### src/rtl/npc_ras_if.sv
// npc_ras_if: controller-to-NPC bundle for npc_ras_unit.
// Carries exc_req only when NPC_EXC_EN is defined.
interface npc_ras_if #(
    parameter int RAS_DEPTH = 4,
    parameter int CNT_W     = 16
);
    localparam int CW = $clog2(RAS_DEPTH) + 1;
    logic             stall;
    logic [2:0]       npc_op;
    logic [2:0]       br_type;
    logic [31:0]      cmp_a;
    logic [31:0]      cmp_b;
    logic [31:0]      offset;
    logic [25:0]      instr_index;
    logic [31:0]      reg_data;
    logic             is_call;
    logic             is_ret;
    logic [31:0]      pc;
    logic [31:0]      next_pc;
    logic             taken;
    logic [31:0]      ras_top;
    logic [CW-1:0]    ras_count;
    logic             ret_miss;
    logic [CNT_W-1:0] miss_cnt;
`ifdef NPC_EXC_EN
    logic             exc_req;
`endif
    modport master (
`ifdef NPC_EXC_EN
        output exc_req,
`endif
        output stall, npc_op, br_type, cmp_a, cmp_b, offset, instr_index, reg_data, is_call, is_ret,
        input  pc, next_pc, taken, ras_top, ras_count, ret_miss, miss_cnt
    );
    modport slave (
`ifdef NPC_EXC_EN
        input  exc_req,
`endif
        input  stall, npc_op, br_type, cmp_a, cmp_b, offset, instr_index, reg_data, is_call, is_ret,
        output pc, next_pc, taken, ras_top, ras_count, ret_miss, miss_cnt
    );
endinterface

### src/rtl/npc_ras_unit.sv
// npc_ras_unit: registered PC, next-PC select and return-address stack with miss counter.
// Optional exception redirect to EXC_VECTOR is enabled by defining NPC_EXC_EN.
module npc_ras_unit #(
    parameter logic [31:0] RESET_PC   = 32'h0000_3000,
    parameter int          RAS_DEPTH  = 4,
    parameter int          CNT_W      = 16,
    parameter logic [31:0] EXC_VECTOR = 32'h0000_4180
) (
    input logic clk,
    input logic reset,
    npc_ras_if.slave bus
);
    localparam int AW = $clog2(RAS_DEPTH);
    localparam int CW = AW + 1;
    logic [31:0]      pc, p4, nxt, sel_pc;
    logic [31:0]      stack [RAS_DEPTH];
    logic [AW-1:0]    ptr, top_idx, wr_idx;
    logic [CW-1:0]    count;
    logic [CNT_W-1:0] miss_cnt;
    logic [7:0]       cond;
    logic             exc, empty, pop, ret_miss, taken, neg, zero;
`ifdef NPC_EXC_EN
    assign exc = bus.exc_req;
`else
    assign exc = 1'b0;
`endif
    // condition vector indexed directly by br_type; codes 6/7 are never taken
    always_comb begin
        neg      = bus.cmp_a[31];
        zero     = bus.cmp_a == 32'd0;
        cond     = {2'b00, ~neg, neg, ~(neg | zero), neg | zero,
                    bus.cmp_a != bus.cmp_b, bus.cmp_a == bus.cmp_b};
        taken    = (bus.npc_op == 3'b001) & cond[bus.br_type];
        p4       = pc + 32'd4;
        sel_pc   = (bus.npc_op == 3'b001) ? (taken ? p4 + (bus.offset << 2) : p4) :
                   (bus.npc_op == 3'b010) ? {pc[31:28], bus.instr_index, 2'b00} :
                   (bus.npc_op == 3'b011) ? bus.reg_data : p4;
        nxt      = exc ? EXC_VECTOR : sel_pc;
        top_idx  = ptr - AW'(1);
        empty    = count == '0;
        pop      = bus.is_ret & ~empty;
        ret_miss = bus.is_ret & (empty | (stack[top_idx] != bus.reg_data));
        // a call in the same cycle as a valid return overwrites the popped slot
        wr_idx   = pop ? top_idx : ptr;
    end
    always_ff @(posedge clk) begin
        if (reset) begin
            pc       <= RESET_PC;
            ptr      <= '0;
            count    <= '0;
            miss_cnt <= '0;
        end else if (!bus.stall) begin
            pc <= nxt;
            if (exc) begin
                count <= '0;
            end else begin
                ptr   <= ptr + AW'(bus.is_call) - AW'(pop);
                count <= (bus.is_call && !pop) ? ((count == CW'(RAS_DEPTH)) ? count : count + CW'(1)) :
                         (pop && !bus.is_call) ? count - CW'(1) : count;
                if (ret_miss && miss_cnt != '1)
                    miss_cnt <= miss_cnt + CNT_W'(1);
            end
        end
    end
    always_ff @(posedge clk) begin
        if (!reset && !bus.stall && !exc && bus.is_call)
            stack[wr_idx] <= p4;
    end
    assign bus.pc        = pc;
    assign bus.next_pc   = nxt;
    assign bus.taken     = taken;
    assign bus.ras_top   = empty ? 32'd0 : stack[top_idx];
    assign bus.ras_count = count;
    assign bus.ret_miss  = ret_miss;
    assign bus.miss_cnt  = miss_cnt;
endmodule

### src/flat_wrapper.sv
// flat-port wrapper written by rule: the top's interface ports become plain ports
module npc_ras_unit_flat 
#(
    parameter logic [31:0] RESET_PC   = 32'h0000_3000,
    parameter int          RAS_DEPTH  = 4,
    parameter int          CNT_W      = 16,
    parameter logic [31:0] EXC_VECTOR = 32'h0000_4180
)
  (clk, reset, bus_stall, bus_npc_op, bus_br_type, bus_cmp_a, bus_cmp_b, bus_offset, bus_instr_index, bus_reg_data, bus_is_call, bus_is_ret, bus_pc, bus_next_pc, bus_taken, bus_ras_top, bus_ras_count, bus_ret_miss, bus_miss_cnt);
  npc_ras_if #(.RAS_DEPTH(RAS_DEPTH), .CNT_W(CNT_W)) bus_i ();
  input logic clk;
  input logic reset;
  input wire logic [$bits(bus_i.stall)-1:0] bus_stall;
  input wire logic [$bits(bus_i.npc_op)-1:0] bus_npc_op;
  input wire logic [$bits(bus_i.br_type)-1:0] bus_br_type;
  input wire logic [$bits(bus_i.cmp_a)-1:0] bus_cmp_a;
  input wire logic [$bits(bus_i.cmp_b)-1:0] bus_cmp_b;
  input wire logic [$bits(bus_i.offset)-1:0] bus_offset;
  input wire logic [$bits(bus_i.instr_index)-1:0] bus_instr_index;
  input wire logic [$bits(bus_i.reg_data)-1:0] bus_reg_data;
  input wire logic [$bits(bus_i.is_call)-1:0] bus_is_call;
  input wire logic [$bits(bus_i.is_ret)-1:0] bus_is_ret;
  output wire logic [$bits(bus_i.pc)-1:0] bus_pc;
  output wire logic [$bits(bus_i.next_pc)-1:0] bus_next_pc;
  output wire logic [$bits(bus_i.taken)-1:0] bus_taken;
  output wire logic [$bits(bus_i.ras_top)-1:0] bus_ras_top;
  output wire logic [$bits(bus_i.ras_count)-1:0] bus_ras_count;
  output wire logic [$bits(bus_i.ret_miss)-1:0] bus_ret_miss;
  output wire logic [$bits(bus_i.miss_cnt)-1:0] bus_miss_cnt;
  assign bus_i.stall = bus_stall;
  assign bus_i.npc_op = bus_npc_op;
  assign bus_i.br_type = bus_br_type;
  assign bus_i.cmp_a = bus_cmp_a;
  assign bus_i.cmp_b = bus_cmp_b;
  assign bus_i.offset = bus_offset;
  assign bus_i.instr_index = bus_instr_index;
  assign bus_i.reg_data = bus_reg_data;
  assign bus_i.is_call = bus_is_call;
  assign bus_i.is_ret = bus_is_ret;
  assign bus_pc = bus_i.pc;
  assign bus_next_pc = bus_i.next_pc;
  assign bus_taken = bus_i.taken;
  assign bus_ras_top = bus_i.ras_top;
  assign bus_ras_count = bus_i.ras_count;
  assign bus_ret_miss = bus_i.ret_miss;
  assign bus_miss_cnt = bus_i.miss_cnt;
  npc_ras_unit #(.RESET_PC(RESET_PC), .RAS_DEPTH(RAS_DEPTH), .CNT_W(CNT_W), .EXC_VECTOR(EXC_VECTOR)) u_core (.clk(clk), .reset(reset), .bus(bus_i));
endmodule
### config.mk
export PLATFORM = sky130hd
export DESIGN_NAME = npc_ras_unit_flat
export DESIGN_NICKNAME = d
export VERILOG_FILES = /design/src/rtl/npc_ras_if.sv /design/src/rtl/npc_ras_unit.sv /design/src/flat_wrapper.sv
export SDC_FILE = /design/constraint.sdc
export NUM_CORES = 1
export LEC_CHECK = 0
export CAP_MARGIN = 10
export CORE_MARGIN = 3
export CORE_UTILIZATION = 54
export DETAILED_ROUTE_END_ITERATION = 10
export DONT_BUFFER_PORTS = 1
export GPL_TIMING_DRIVEN = 0
export PLACE_DENSITY = 0.69
export SLEW_MARGIN = 20
export SYNTH_ARGS = -nofsm -noshare
export SYNTH_HDL_FRONTEND = slang
export SYNTH_SLANG_ARGS = --single-unit
### constraint.sdc
create_clock -name clk -period 9.3 [get_ports clk]
set_input_delay 1.86 -clock clk [delete_from_list [all_inputs] [get_ports clk]]
set_output_delay 1.86 -clock clk [all_outputs]
set_load 0.03 [all_outputs]
==> impl_metrics.tcl, run 1 <==
set metrics [dict create \
    cts_buffers 17 \
    ant_nets 0 \
    critPathCaptureType "output port" \
    antenna_cells 0 \
    viasPerCell 6.59 \
    dp_hpwl_mm 29.7 \
    area_growth_pct 8.93 \
    reg2reg_to "u_core.bus.pc[27]$_SDFFE_PP0N_" \
    syn_nets 1323 \
    cap_violations 0 \
    grt_pass1_wl_mm 55.9 \
    crit_required_ns 7.44 \
    drive_gt1_frac 0.0892 \
    post_cts_resize_count 0 \
    fin_setup_tns_ns 0 \
    clk_pin_slew_ns 0.07 \
    grt_max_degree 22 \
    hold_buffers 0 \
    yosysSeqAreaShare 0.423 \
    fmax_mhz 125 \
    setup_viol 0 \
    grt_pass1_vias 9048 \
    syn_avg_cell_area_um2 10.4 \
    synthDistinctLibCells 80 \
    relSlewSlack 0.264 \
    r2r_slack_ns 3.68 \
    antenna_found_initial 0 \
    gp_congestion 0.965 \
    wl_mm 37.6 \
    fp.dieW_um 152 \
    nets 1348 \
    reg2reg_from "u_core.bus.pc[4]$_SDFFE_PP0N_" \
    rr_worst_depth 15 \
    final_area_um2 12600 \
    io_pins 282 \
    tritoncts "yes" \
    synth_flop_cell "edfxtp_1" \
    overflow 0 \
    row_count 52 \
    synth_area_um2 11600 \
    synth-async-reset-ratio 0 \
    setup_ws_ns 1.30 \
    yosysWarnings 0 \
    h-tree-depth 4 \
    min-delay-start "u_core.bus.pc[1]$_SDFFE_PP0N_" \
    period_share 0.860 \
    synth_edf_count 128 \
    post_cts_buffers 0 \
    fin_skew_ns 0.0116 \
    worstHoldPathCells 0 \
    drcViolationCount 0 \
    place_ws_ns 1.69 \
    cts_buffer_depth 2 \
    critical_path_class "flip-flop to output port" \
    cp-start-kind "flip-flop" \
    fp.dieH_um 152 \
    p_leak_uw 0.00456 \
    drt_pass1_iterations 6 \
    start_util 0.562 \
    core_area_um2 20600 \
    hold_viol_final 0 \
    power_density_nw_per_um2 189 \
    wl_per_cell_um 26.4 \
    nFillCells 1712 \
    syn_inst 1117 \
    num_vias 9393 \
    period_minus_slack_ns 8.00 \
    clkLatencyLatePin_ns 0.44 \
    ys_ff_latch 181 \
    cts.root.buffer_cell "clkbuf_16" \
    crit_arrival_ns 6.14 \
    irDropWorstVdd_mv 0.153 \
    port_buffers 0 \
    multi_input_area_um2 6280 \
    cts.sinks 181 \
    min_path_type "flip-flop to flip-flop" \
    area.sequential_um2 4900 \
    dpl_cell_area_um2 12100 \
    worst_slew_pin_slew_ns 1.09 \
    status "completed" \
    crit_fanout 10 \
    rsz0062_at_grt "false" \
    drtIter0Drc 994 \
    dieArea_um2 23200 \
    cp-startpoint "u_core.bus.pc[4]$_SDFFE_PP0N_" \
    gr-usage-all-layers 0.313 \
    final-max-slew-violation-count 0 \
    hold_path_end "u_core.stack[2][1]$_DFFE_PP_" \
]
-- cells in the final DEF, fill, tap and decap left out, types with 6 or more instances in the layout --
cell type  count
a211oi_1      12
ha_1          39
o211ai_1      10
and3_1        21
a31oi_1        9
and2_1        37
nor3_1        26
nand2b_1       6
mux2i_1       54
edfxtp_1     128
a221o_1        8
dfxtp_1       53
mux4_2        24
o21ai_0       29
clkbuf_1      37
nor4_1        19
or3_1         10
nand3_1       24
clkbuf_16     18
nor2_1        88
xor2_1        51
o21bai_1       7
a21oi_1       63
nand4_1       28
buf_2          7
inv_1         42
o21a_1        18
a21o_1        12
xnor2_1       73
nand2_1       72
-- cells in the mapped netlist, types with 4 or more instances --
cell	n	area share
a211oi_1	12	0.0078
a21o_1	12	0.0078
a21oi_1	63	0.027
a221o_1	8	0.0069
a311oi_1	5	0.0038
a31oi_1	9	0.0049
and2_1	37	0.020
and3_1	23	0.012
buf_2	7	0.0030
buf_4	4	0.0026
clkbuf_1	35	0.011
dfxtp_1	53	0.092
edfxtp_1	128	0.33
ha_1	39	0.042
inv_1	41	0.013
mux2i_1	54	0.047
mux4_2	24	0.047
nand2_1	72	0.023
nand2b_1	6	0.0032
nand3_1	24	0.010
nand4_1	28	0.015
nor2_1	90	0.029
nor2b_1	5	0.0027
nor3_1	27	0.012
nor3b_1	5	0.0032
nor4_1	19	0.010
o211ai_1	10	0.0065
o21a_1	18	0.012
o21ai_0	30	0.013
o21ai_1	4	0.0017
o21bai_1	7	0.0045
o22ai_1	4	0.0022
o31ai_1	5	0.0032
or2_2	4	0.0022
or3_1	10	0.0054
xnor2_1	73	0.055
xor2_1	51	0.039
-- cell type report --
type                            count  area share
Multi-Input combinational cell    842       0.497
Sequential cell                   181       0.389
Clock buffer                       23      0.0396
Tap cell                          270      0.0268
Buffer                             52      0.0213
Inverter                           42      0.0125
Timing Repair Buffer                6     0.00902
Clock inverter                      9     0.00486
-- worst max-delay path, cell delays in order, from the launching register on --
cell and delay (ns):
dfxtp_1 0.68, nand3_1 0.40, nor4_1 0.83, and2_1 0.40, nand3_1 0.14, xnor2_1 0.64, ha_1 0.36, clkbuf_1 0.21
a21oi_1 0.17, o21ai_0 0.16, a41oi_1 0.41, nor3_1 0.12, a311oi_1 0.36, xnor2_1 0.20, nor2_1 0.08, nor3_2 0.53
-- through the flow --
| step | hold WS [ns] | total power (µW) | std cells | util |
|---|---|---|---|---|
| CTS | 0.578 | 2380 | 1425 | 0.612 |
| global placement | 0.546 | 1680 | 1387 | 0.578 |
| detailed placement | 0.568 | 1700 | 1393 | 0.584 |
| finish | 0.581 | 2390 | 1425 | 0.612 |
| global route | 0.602 | 2470 | 1425 | 0.612 |
| floorplan | 0.505 | 1520 | 1117 | - |
-- power breakdown --
part | total, µW | switching, µW | internal, µW
sequential | 961 | 53.3 | 907
combinational | 728 | 485 | 242
clock | 702 | 320 | 382
total | 2390 | 859 | 1530
-- layer usage --
| layer | vias up | global-route usage | part of all wire | wire length (µm) |
|---|---|---|---|---|
| met5 | - | 0 | 0 | 0 |
| met2 | 553 | 0.522 | 0.48 | 18100 |
| met4 | 0 | 0.102 | 0.026 | 980 |
| li1 | 4233 | - | - | - |
| met1 | 4546 | 0.404 | 0.38 | 14500 |
| met3 | 61 | 0.0775 | 0.11 | 4090 |
-- state kept, by name, indices dropped and copies added, names as in the netlist --
register and cells:
u_core.bus.miss_cnt 16, u_core.ptr 2, u_core.bus.pc 32, u_core.bus.ras_count 3
u_core.stack 128
-- cells by family after synthesis --
kind of cell               synth area share
adders and majority gates            0.0456
DFF                                   0.423
buffers and inverters                0.0368
and+or+nand+nor                       0.166
AOI/OAI and AO/OA                     0.133
muxes                                 0.102
xor gates and xnor gates             0.0937
-- worst max path at each step --
stage          cells after the start  slack (ns)              end
6_report                          15        1.30  bus_next_pc[31]
5_1_grt                           15        1.01  bus_next_pc[31]
4_1_cts                           15        1.20  bus_next_pc[31]
3_5_place_dp                      15        1.69  bus_next_pc[31]
3_3_place_gp                      15        1.77  bus_next_pc[31]
2_1_floorplan                      8        2.99  bus_next_pc[21]
Note: power is estimated with default switching activity, not from simulation.
==> inputs of run 2 (changes only) <==
--- a/config.mk
+++ b/config.mk
@@ -6,7 +6,7 @@
 export NUM_CORES = 1
 export LEC_CHECK = 0
 export CAP_MARGIN = 10
-export CORE_MARGIN = 3
+export CORE_MARGIN = 5
 export CORE_UTILIZATION = 54
 export DETAILED_ROUTE_END_ITERATION = 10
 export DONT_BUFFER_PORTS = 1
==> constraint.sdc (replaced) <==
create_clock -name clk -period 8.6 [get_ports clk]
set_input_delay 1.72 -clock clk [delete_from_list [all_inputs] [get_ports clk]]
set_output_delay 1.72 -clock clk [all_outputs]
set_load 0.03 [all_outputs]
==> impl_metrics.tcl, run 2 (synthesis gave the netlist of run 1 again) <==
set metrics [dict create \
    critPathMaxStageDelay_ns 0.91 \
    rsz0062_at_grt "false" \
    core_area_um2 21100 \
    cp-start-kind "flip-flop" \
    min-delay-start "u_core.bus.pc[0]$_SDFFE_PP0N_" \
    reg2reg_from "u_core.bus.pc[4]$_SDFFE_PP0N_" \
    setup_viol 0 \
    reg_top3 "u_core.stack x128, u_core.bus.pc x32, u_core.bus.miss_cnt x16" \
    period_share 0.973 \
    gr-usage-all-layers 0.309 \
    clkLatencyLatePin_ns 0.44 \
    grt_pass1_wl_mm 56.0 \
    cts.sinks 181 \
    max_flop_register "u_core.stack" \
    irDropWorstVdd_mv 0.140 \
    io_pins 282 \
    crit_fanout 7 \
    multi_input_area_um2 6270 \
    fmax_mhz 119 \
    path_buf_inv 2 \
    antenna_cells 0 \
    largest_reg_flops 128 \
    wl_per_cell_um 27.0 \
    grt_max_degree 28 \
    power_density_nw_per_um2 206 \
    crit_arrival_ns 6.65 \
    min_path_type "flip-flop to flip-flop" \
    worstHoldPathCells 0 \
    gp_congestion 0.965 \
    hold_buffers 0 \
    drtIter0Drc 1029 \
    dp_hpwl_mm 30.5 \
    dieArea_um2 24500 \
    h-tree-depth 4 \
    post_cts_resize_count 0 \
    viasPerCell 6.52 \
    fp.dieH_um 156 \
    ant_nets 0 \
    area.sequential_um2 4900 \
    relSlewSlack 0.199 \
    cts.root.buffer_cell "clkbuf_16" \
    cp_cell_sequence "nand3_1, nor4_2, and2_0, buf_2, nand3_1, xnor2_1, ha_1, and2_1, clkbuf_1, a221o_1, nor2_1, nor3_1, a311oi_1, xnor2_1, nor2_1, nor3_1" \
    port_buffers 0 \
    overflow 0 \
    drt_pass1_iterations 5 \
    p_leak_uw 0.00456 \
    period_minus_slack_ns 8.37 \
    fin_util 0.599 \
    final-max-slew-violation-count 0 \
    critical_path_class "flip-flop to output port" \
    cp.depth 16 \
    crit_required_ns 6.88 \
    wl_mm 38.6 \
    fin_setup_tns_ns 0 \
    drive_gt1_frac 0.0892 \
    nFillCells 1814 \
    cap_violations 0 \
    row_count 53 \
    nets 1348 \
    fp.dieW_um 156 \
    area_growth_pct 9.09 \
    cp_slowest_cell "nor3_1" \
    tritoncts "yes" \
    final_common_cell "edfxtp_1" \
    hold_viol_final 0 \
    post_cts_buffers 0 \
    critical-path-top-delay-family "simple AND/OR/NAND/NOR gates" \
    cts_buffers 17 \
    num_vias 9326 \
    r2r_slack_ns 2.88 \
    worst_slew_pin_slew_ns 1.19 \
    fin_skew_ns 0.0179 \
    hold_path_end "u_core.stack[2][0]$_DFFE_PP_" \
    reg2reg_to "u_core.bus.pc[27]$_SDFFE_PP0N_" \
    drcViolationCount 0 \
    mostFrequentLayoutCells "128 x edfxtp_1, 88 x nor2_1, 73 x xnor2_1, 72 x nand2_1, 63 x a21oi_1" \
    cts_buffer_depth 2 \
    start_util 0.549 \
    clk_pin_slew_ns 0.07 \
    antenna_found_initial 0 \
    grt_pass1_vias 9136 \
    critPathCaptureType "output port" \
    rr_worst_depth 15 \
    status "completed" \
]
==> run 2: cell count changes in the layout (fill, tap and decap cells not counted), moves of 2 or more <==
cell	change
inv_8	+4
inv_4	-5
clkbuf_8	-2
o21ai_1	+2
o21ai_0	-2
clkinv_1	+2
clkbuf_1	-2
==> run 2: worst register-to-register path, stage by stage, from the launching register on <==
cell and delay [ns]:
dfxtp_1 0.67, nand3_1 0.37, nor4_1 0.86, and2_1 0.39, nand3_1 0.13, xnor2_1 0.67
ha_1 0.36, clkbuf_1 0.21, a21oi_1 0.18, o21ai_0 0.16, a41oi_1 0.38, nor2b_1 0.18
a221oi_1 0.06, nand4_1 0.15, o221ai_1 0.48, o21a_1 0.36
==> run 2: area by class of cell <==
class	count	area share
clock buffer	18	0.0347
multi-input combinational	842	0.496
clock inverter	14	0.0110
inverter	42	0.0125
timing repair buffer	6	0.00901
sequential	181	0.388
tap	275	0.0272
buffer	52	0.0213
==> run 2: worst max path at each step <==
stage,startpoint,end,slack (ns)
global placement,u_core.bus.pc[4]$_SDFFE_PP0N_,bus_next_pc[31],0.96
CTS,u_core.bus.pc[4]$_SDFFE_PP0N_,bus_next_pc[31],0.43
global route,u_core.bus.pc[4]$_SDFFE_PP0N_,bus_next_pc[31],0.04
floorplan,u_core.bus.pc[4]$_SDFFE_PP0N_,bus_next_pc[31],2.50
finish,u_core.bus.pc[4]$_SDFFE_PP0N_,bus_next_pc[31],0.23
detailed placement,u_core.bus.pc[4]$_SDFFE_PP0N_,bus_next_pc[31],0.88
==> run 2: metrics by stage <==
| step | setup slack [ns] | total power (µW) | std cells | hold slack [ns] | area, µm² |
|---|---|---|---|---|---|
| 2_1_floorplan | 2.50 | 1640 | 1117 | 0.505 | 11600 |
| 3_5_place_dp | 0.885 | 1840 | 1398 | 0.556 | 12100 |
| 4_1_cts | 0.429 | 2600 | 1430 | 0.561 | 12600 |
| 6_report | 0.230 | 2610 | 1430 | 0.564 | 12600 |
| 3_3_place_gp | 0.963 | 1820 | 1392 | 0.544 | 11900 |
| 5_1_grt | 0.0372 | 2700 | 1430 | 0.586 | 12600 |
==> run 2: per-layer routing <==
layer / vias to the layer above / GRT usage / share of wire
met5: - / 0 / 0
met4: 0 / 0.0905 / 0.024
met3: 59 / 0.111 / 0.13
met2: 575 / 0.501 / 0.47
met1: 4467 / 0.392 / 0.38
li1: 4225 / - / -
==> run 2: power by group <==
part,internal [µW],switching [µW],total (µW)
clock network,416,365,781
logic,262,523,785
registers,981,57.8,1040
total,1660,946,2610
==> inputs of run 3 (changes only) <==
--- a/config.mk
+++ b/config.mk
@@ -8,10 +8,11 @@
 export CAP_MARGIN = 10
 export CORE_MARGIN = 5
 export CORE_UTILIZATION = 54
+export CTS_CLUSTER_SIZE = 8
 export DETAILED_ROUTE_END_ITERATION = 10
 export DONT_BUFFER_PORTS = 1
 export GPL_TIMING_DRIVEN = 0
-export PLACE_DENSITY = 0.69
+export PLACE_DENSITY = 0.72
 export SLEW_MARGIN = 20
 export SYNTH_ARGS = -nofsm -noshare
 export SYNTH_HDL_FRONTEND = slang
==> constraint.sdc (replaced) <==
create_clock -name clk -period 6.85 [get_ports clk]
set_input_delay 1.37 -clock clk [delete_from_list [all_inputs] [get_ports clk]]
set_output_delay 1.37 -clock clk [all_outputs]
set_load 0.03 [all_outputs]
==> impl_metrics.tcl, run 3 (synthesis gave the netlist of run 1 again) <==
set metrics [dict create \
    path_buf_inv 2 \
    pwr-share-comb 0.305 \
    clkLatencyLatePin_ns 0.44 \
    dp_cells 1398 \
    irDropWorstVdd_mv 0.197 \
    p_int_uw 2100 \
    area_growth_pct 10.0 \
    cap_violations 0 \
    fin_skew_ns 0.0137 \
    gp_congestion 0.937 \
    pwr-share-clk 0.294 \
    ant_nets 0 \
    overflow 0 \
    crit_arrival_ns 5.25 \
    min-delay-start "u_core.bus.pc[1]$_SDFFE_PP0N_" \
    critPathMaxStageDelay_ns 0.60 \
    io_pins 282 \
    crit_fanout 7 \
    rr_worst_depth 14 \
    grt_pass1_wl_mm 56.3 \
    period_minus_slack_ns 6.62 \
    setup_viol 0 \
    antenna_found_initial 1 \
    reg2reg_from "u_core.bus.pc[9]$_SDFFE_PP0N_" \
    period_share 0.967 \
    fin_cells 1434 \
    wl_per_cell_um 26.5 \
    power_uw 3260 \
    cts.root.buffer_cell "clkbuf_16" \
    tritoncts "yes" \
    grt_max_degree 25 \
    row_count 53 \
    max_flop_register "u_core.stack" \
    worst_slew_pin_slew_ns 1.07 \
    fmax_mhz 151 \
    dieArea_um2 24500 \
    status "completed" \
    gr-usage-all-layers 0.306 \
    largest_reg_flops 128 \
    h-tree-depth 4 \
    fp.dieW_um 156 \
    wl_mm 38.0 \
    worstHoldPathCells 0 \
    cp_slowest_cell "dfxtp_1" \
    drcViolationCount 0 \
    viasPerCell 6.48 \
    critPathCaptureType "output port" \
    relSlewSlack 0.281 \
    final_common_cell "edfxtp_1" \
    nFillCells 1798 \
    place_ws_ns -0.233 \
    critical-path-top-delay-family "simple AND/OR/NAND/NOR gates" \
    sw_frac_of_total 0.356 \
    cts.sinks 181 \
    setup_ws_ns 0.226 \
    cts_buffer_depth 2 \
    critical_path_class "flip-flop to output port" \
    drive_gt1_frac 0.101 \
    clk_pin_slew_ns 0.07 \
    cp_cell_sequence "nand4_1, nor4_4, and2_0, buf_2, nand3_1, xnor2_4, ha_1, and2_1, clkbuf_1, a221o_1, nor2_1, nor3_1, a311oi_1, xnor2_1, nor2_1, nor3_4" \
    dp_hpwl_mm 29.9 \
    r2r_slack_ns 2.01 \
    grt_pass1_vias 9122 \
    p_sw_uw 1160 \
    crit_top_cell "nor2_1" \
    start_util 0.549 \
    min_path_type "flip-flop to flip-flop" \
    drt_pass1_iterations 5 \
    hold_path_end "u_core.stack[2][1]$_DFFE_PP_" \
    cp-start-kind "flip-flop" \
    power_density_nw_per_um2 256 \
    num_vias 9296 \
    hold_viol_final 0 \
    final-max-slew-violation-count 0 \
    reg_top3 "u_core.stack x128, u_core.bus.pc x32, u_core.bus.miss_cnt x16" \
    drtIter0Drc 1089 \
    crit_required_ns 5.48 \
    reg2reg_to "u_core.bus.pc[27]$_SDFFE_PP0N_" \
    p_leak_uw 0.00462 \
    core_area_um2 21100 \
    mostFrequentLayoutCells "128 x edfxtp_1, 87 x nor2_1, 72 x nand2_1, 68 x xnor2_1, 63 x a21oi_1" \
    port_buffers 0 \
    cts_buffers 17 \
    p_seq_frac 0.401 \
    nets 1351 \
    fp.dieH_um 156 \
]
run 3: changes by cell type in the layout (fill, tap and decap cells not counted), moves of 3 or more:
cell     before  now
dfxtp_1      53   50
dfxtp_2       0    3
inv_8         4    0
xnor2_2       0    3
xnor2_1      73   68
run 3: worst max path at each step:
stage               slack, ns  depth (start not counted)                     startpoint              end
CTS                      0.11                         15  u_core.bus.pc[4]$_SDFFE_PP0N_  bus_next_pc[31]
global route           -0.007                         16  u_core.bus.pc[9]$_SDFFE_PP0N_  bus_next_pc[31]
finish                   0.23                         16  u_core.bus.pc[9]$_SDFFE_PP0N_  bus_next_pc[31]
detailed placement      -0.23                         15  u_core.bus.pc[4]$_SDFFE_PP0N_  bus_next_pc[31]
floorplan                1.10                         16  u_core.bus.pc[4]$_SDFFE_PP0N_  bus_next_pc[31]
global placement        -0.24                         15  u_core.bus.pc[4]$_SDFFE_PP0N_  bus_next_pc[31]
run 3: worst register-to-register path, cell delays in order, from the launching register on:
cell and delay, ns:
dfxtp_1 0.60, nand4_1 0.36, nor4_4 0.51, buf_4 0.19, nand3_1 0.08, xnor2_1 0.64, ha_1 0.35, or3_1 0.13
o221a_2 0.19, nand3_1 0.09, o31ai_1 0.52, mux2i_1 0.17, nand4_1 0.14, o221ai_1 0.43, o21a_1 0.34
run 3: power groups by stage:
stage	logic [µW]	registers, µW	clock network [µW]
finish	993	1310	956
CTS	986	1310	956
global route	1060	1310	1010
global placement	955	1330	0
floorplan	748	1310	0
detailed placement	981	1330	0
run 3: what timing repair did:
action / in CTS / in global routing
cloned: 0 / 0
pin swaps: 0 / 1
resized for setup: 7 / 9
buffers inserted: 0 / 3
hold buffers: 0 / 0
setup endpoints to repair: 1 / 5
run 3: area by class of cell:
cell class                 instances  area, µm²  share of cell area
tap                              275        344              0.0270
clock inverter                    10       95.1             0.00746
multi-input combinational        842       6370               0.500
antenna                            1       2.50            0.000196
clock buffer                      22        474              0.0372
timing repair buffer               9        126             0.00991
buffer                            52        269              0.0211
inverter                          42        158              0.0124
sequential                       181       4910               0.385
run 3: metal layers:
metal | wire [µm] | up-vias | part of all wire | track usage
met4 | 1140 | 0 | 0.030 | 0.101
met1 | 14700 | 4485 | 0.39 | 0.394
met2 | 17800 | 502 | 0.47 | 0.490
li1 | - | 4240 | - | -
met3 | 4360 | 69 | 0.11 | 0.102
met5 | 0 | - | 0 | 0
run 3: stage by stage:
stage	hold WS (ns)	area [µm²]	setup TNS, ns	util
6_report	0.559	12700	0	0.604
5_1_grt	0.580	12700	-0.00742	0.604
4_1_cts	0.562	12700	0	0.601
3_5_place_dp	0.552	12100	-0.233	0.571
3_3_place_gp	0.544	11900	-0.241	0.566
2_1_floorplan	0.505	11600	0	-
